## src/rtl/sipo_db.sv

```systemverilog
// Double-buffered multi-lane serial-in/parallel-out frame buffer with valid/ready on both sides.
// Optional partial-frame flush with zero fill is built only when SIPO_DB_FLUSH_EN is defined.
module sipo_db #(
    parameter int width_p = 8,
    parameter int depth_p = 128,
    parameter int lanes_p = 1
) (
    input  logic                         clk_i,
    input  logic                         reset_ni,
    input  logic                         valid_i,
    output logic                         ready_o,
    input  logic [width_p*lanes_p-1:0]   data_i,
    input  logic                         flush_i,
    output logic                         valid_o,
    input  logic                         ready_i,
    output logic [width_p*depth_p-1:0]   data_o
);

    localparam int beats_lp  = depth_p / lanes_p;
    localparam int ptr_w_lp  = (beats_lp > 1) ? $clog2(beats_lp) : 1;
    localparam int beat_w_lp = width_p * lanes_p;
    localparam logic [ptr_w_lp-1:0] last_lp = ptr_w_lp'(beats_lp - 1);

    logic [1:0][width_p*depth_p-1:0] bank_q, bank_d;
    logic                            fill_sel_q, fill_sel_d;
    logic                            out_sel_q, out_sel_d;
    logic [1:0]                      full_q, full_d;
    logic [ptr_w_lp-1:0]             ptr_q, ptr_d;
    logic                            in_acc, out_acc, close;

    // Reset gates ready so no beat is taken while the block is held in reset.
    assign ready_o = reset_ni & ~full_q[fill_sel_q];
    assign valid_o = full_q[out_sel_q];
    assign data_o  = bank_q[out_sel_q];
    assign in_acc  = valid_i & ready_o;
    assign out_acc = valid_o & ready_i;

`ifndef SIPO_DB_FLUSH_EN
    logic unused_flush;
    assign unused_flush = flush_i;
`endif

    always_comb begin
        bank_d     = bank_q;
        ptr_d      = ptr_q;
        fill_sel_d = fill_sel_q;
        out_sel_d  = out_sel_q;
        full_d     = full_q;
        close      = 1'b0;

        if (in_acc) begin
            for (int b = 0; b < beats_lp; b++) begin
                if (ptr_q == ptr_w_lp'(b)) begin
                    bank_d[fill_sel_q][b*beat_w_lp +: beat_w_lp] = data_i;
                end
            end
            if (ptr_q == last_lp) begin
                close = 1'b1;
            end else begin
                ptr_d = ptr_q + 1'b1;
            end
        end

`ifdef SIPO_DB_FLUSH_EN
        // ptr_d already includes a beat accepted this cycle, so zero from there up.
        if (flush_i && ready_o && !close && (in_acc || ptr_q != '0)) begin
            close = 1'b1;
            for (int b = 0; b < beats_lp; b++) begin
                if (ptr_w_lp'(b) >= ptr_d) begin
                    bank_d[fill_sel_q][b*beat_w_lp +: beat_w_lp] = '0;
                end
            end
        end
`endif

        if (close) begin
            full_d[fill_sel_q] = 1'b1;
            fill_sel_d         = ~fill_sel_q;
            ptr_d              = '0;
        end

        // Fill and out banks always differ when the fill bank is writable.
        if (out_acc) begin
            full_d[out_sel_q] = 1'b0;
            out_sel_d         = ~out_sel_q;
        end
    end

    always_ff @(posedge clk_i or negedge reset_ni) begin
        if (!reset_ni) begin
            ptr_q      <= '0;
            fill_sel_q <= 1'b0;
            out_sel_q  <= 1'b0;
            full_q     <= 2'b00;
        end else begin
            ptr_q      <= ptr_d;
            fill_sel_q <= fill_sel_d;
            out_sel_q  <= out_sel_d;
            full_q     <= full_d;
        end
    end

    // Bank storage is deliberately not reset; stale contents are harmless once full_q is cleared.
    always_ff @(posedge clk_i) begin
        bank_q <= bank_d;
    end

endmodule

```

## config.mk

```make
export PLATFORM = sky130hd
export DESIGN_NAME = sipo_db
export DESIGN_NICKNAME = d
export VERILOG_FILES = /design/src/rtl/sipo_db.sv
export SDC_FILE = /design/constraint.sdc
export NUM_CORES = 2
export LEC_CHECK = 0
export ABC_CLOCK_PERIOD_IN_PS = 4600
export CORE_AREA = 2 2 399 401
export DETAILED_ROUTE_END_ITERATION = 8
export DIE_AREA = 0 0 401 403
export PLACE_DENSITY = 0.75
export SKIP_LAST_GASP = 1
export SLEW_MARGIN = 20
export SYNTH_ARGS = -nofsm -noshare
export SYNTH_HDL_FRONTEND = slang
export SYNTH_SLANG_ARGS = --single-unit
```

## constraint.sdc

```tcl
create_clock -name clk_i -period 4.6 [get_ports clk_i]
set_input_delay 0.92 -clock clk_i [delete_from_list [all_inputs] [get_ports clk_i]]
set_output_delay 0.92 -clock clk_i [all_outputs]
set_load 0.02 [all_outputs]
```

==> summary.txt <==
Clocking
  – Post_cts resized: 0
  – Number of buffers created by CTS: between 150 and 200
  – CTS Root Cell: clkbuf_16
  – # clock sinks: about 2,100
  – Clock transition at path regs: about 0.060 ns
  – Htree depth: 4
  – Worst-skew pair later-pin latency: a little over 0.8 ns
  – Maximum clock path buffer count: 3
  – CTS tree: built
  – Setup Buffers After CTS: 0
  – Hold Buf Count CTS: 0

STA
  – Max Freq: between 200 and 250 MHz
  – Fin crit share: a little over nine tenths
  – Slew Viols, Final: 0
  – Slew @ Worst Pin: approximately 1.1 ns
  – Layout Skew: between 0.03 and 0.04 ns
  – Final min period: roughly 4.3 ns
  – Final hold vios: 0
  – Sum Neg Setup Slack: 0 ns
  – Hold slack: 0.468 ns
  – Slew headroom: 25.2%
  – RSZ-0062 raised after global routing: false
  – Final setup viols: 0

GRT
  – Vias in the first global route: 38,900
  – Initial antenna violation count: 6
  – Grt ovf: 0
  – Total Routing Usage GR: 25.3%
  – First-pass GRT wire length: about 290,000 um
  – Largest net degree at the start of global routing: 131

Synth
  – Post-synthesis simple-gate area fraction: a little over 2%
  – Synthesized Nets: about 3,600
  – Top_reg_cell synth: edfxtp_1
  – Post-synthesis cell count: 3,617
  – Cell variety after synth: 45
  – Sequential area share after synthesis: 81.4%
  – Post-synthesis adder-cell area fraction: less than 1%
  – Largest family of logic cells by synthesized area: multiplexers
  – Synth Area in Compound Gates: 0.120%
  – Ys async rst share: less than 1%
  – Synthesized area: 75,800 um^2
  – XOR/XNOR Fraction of Synth Area: less than 1%
  – #FFs+latches synth: 2,059
  – Synth Warn #: 0
  – Post-synth EDFFs: 2,048
  – Mean Syn Cell Area: 21.0 um^2
  – Post-synthesis mux area share: between 15 and 20%

Worst setup path
  – Delay-heaviest family, CP: buffers and inverters
  – Slowest stage delay, CP: approximately 0.9 ns
  – WP depth: 3
  – Bufs and invs on worst path: 2
  – Critical Path AT: between 3 and 4 ns
  – Worst path slowest cell: dfrtp_4
  – Cells along the critical path: buf_4 -> mux2_2 -> clkdlybuf4s50_1
  – Worst-case reg-to-reg path depth: 3
  – Worst Setup End Kind: output pin
  – Critical Path RT: around 3.7 ns
  – CP Launch Type: flip-flop
  – CP Max Fanout: 48
  – Critical path type: reg -> out

Die
  – Starting density of the core: 48.2%
  – I/O pins: between 1,000 and 1,500
  – Die area: approximately 160,000 um^2
  – Die Ht: around 400 um
  – Core area: ~160,000 um^2
  – Rows: approximately 150
  – Die W: 401 um

Power and ir drop
  – Lkg Pwr: ~30 nW
  – Power Dens Cells: about 410 nW/um^2
  – Max VDD drop: ~0.36 mV

Job
  – Max Cap Viol: 0

Final layout
  – Area Growth Syn to Fin: 25.9%
  – Commonest cells after routing, fill and taps aside: 2,048 x edfxtp_1, 1,029 x clkdlybuf4s50_1, 1,025 x mux2_2
  – Filler cell count in the final layout: approximately 11,000
  – Share of cells above drive strength 1: 29.0%
  – Layout Utilization: approximately 61%
  – Commonest non-fill, non-tap cell in the layout: edfxtp_1
  – Final nets: about 4,800

Routing
  – Wire length per cell after detailed routing: between 20 and 30 um
  – Via count: between 30,000 and 40,000
  – Iter 0 DRT Violations: between 2,000 and 3,000
  – Total wire length: 209,000 um
  – Via/cell ratio: roughly 5.5
  – Antenna violation net count after detailed routing: 0
  – DRC viols: 0
  – Drt pass-1 iters: 7

Placement
  – Final HPWL DP: between 100,000 and 150,000 um
  – RePlAce Congestion: just over 0.8
  – Port Buf Inserts: roughly 1,000

Run status
  – Status: completed

Worst hold path
  – Hold WC Path Type: in -> async
## worst register-to-register path: stages, from the launching register on
cell     delay [ns]
dfrtp_1        0.69
nor2b_1        0.59
nand2_1        0.81
nor2_1         0.89
## synth_stat cells (all sizes together), types with 3 or more instances
library cell,n,area share [%]
edfxtp,2048,81
mux2,1026,15
nor2,256,1.3
buf,137,0.94
nand2,36,0.20
nand3,19,0.14
clkbuf,12,0.061
and2,11,0.091
and3,11,0.091
dfrtp,11,0.36
ha,4,0.066
inv,4,0.020
nor3,4,0.033
and3b,3,0.035
nand3b,3,0.030
nor3b,3,0.030
o21ai,3,0.020
xnor2,3,0.035
## cell families (layout without fill, tap and decap cells)
kind of cell / Yosys count / after routing
fa+ha+maj: 4 / 4
other cells: 0 / 4
simple gates: 357 / 357
mux: 1027 / 1027
buf+inv: 153 / 1515
flops: 2059 / 2059
xor+xnor: 4 / 4
compound gates: 13 / 13
## sequential cells by signal (all words and copies together), names as in the netlist
name        count
full_q          2
fill_sel_q      1
ptr_q           7
out_sel_q       1
bank_q       2048
## routing by layer
| metal | share of wire (%) | vias up | routed length [um] | GRT usage (%) |
|---|---|---|---|---|
| met1 | 37 | 20000 | 77400 | 30.4 |
| met5 | 0 | - | 0 | 0 |
| met4 | 3.7 | 0 | 7710 | 9.41 |
| met3 | 10 | 299 | 21600 | 9.25 |
| li1 | - | 16600 | - | - |
| met2 | 49 | 1704 | 103000 | 41.9 |
## layout make-up
cell class | instances | area, um^2 | share of cell area (%)
Antenna cell | 4 | 10.0 | 0.0105
Sequential cell | 2059 | 61800 | 64.7
Clock inverter | 120 | 1040 | 1.09
Multi-Input combinational cell | 1405 | 13300 | 14.0
Tap cell | 2072 | 2590 | 2.71
Inverter | 4 | 15.0 | 0.0157
Clock buffer | 236 | 5140 | 5.38
Timing Repair Buffer | 1155 | 11600 | 12.2
## power breakdown
group | leakage (nW) | switching (mW) | internal, mW
Clock | 3.03 | 6.80 | 8.69
Combinational | 8.88 | 2.03 | 1.14
Sequential | 18.6 | 0.119 | 20.7
## final timing paths
path	endpoint	startpoint	slack, ns
worst max-delay path	data_o[889]	out_sel_q$_DFFE_PN0N_	0.27
worst min-delay path	out_sel_q$_DFFE_PN0N_	reset_ni	0.47
worst max register to register	bank_q[1977]$_DFFE_PP_	ptr_q[2]$_DFFE_PN0P_	1.27
worst min register to register	out_sel_q$_DFFE_PN0N_	full_q[1]$_DFF_PN0_	0.60
max in group asynchronous	out_sel_q$_DFFE_PN0N_	reset_ni	3.95
min in group clk_i	out_sel_q$_DFFE_PN0N_	full_q[1]$_DFF_PN0_	0.60
## stage by stage
| step | total power, mW | setup slack [ns] | cells | instance area (um^2) |
|---|---|---|---|---|
| 2_1_floorplan | 22.7 | 2.26 | 3617 | 75800 |
| 6_report | 39.5 | 0.266 | 7055 | 95500 |
| 5_1_grt | 40.5 | 0.147 | 7052 | 95500 |
| 3_5_place_dp | 24.4 | 0.801 | 6695 | 89300 |
| 3_3_place_gp | 24.4 | 0.834 | 6695 | 89300 |
| 4_1_cts | 39.7 | 0.156 | 7051 | 95500 |
No activity file was read; power rests on OpenSTA's default activity.
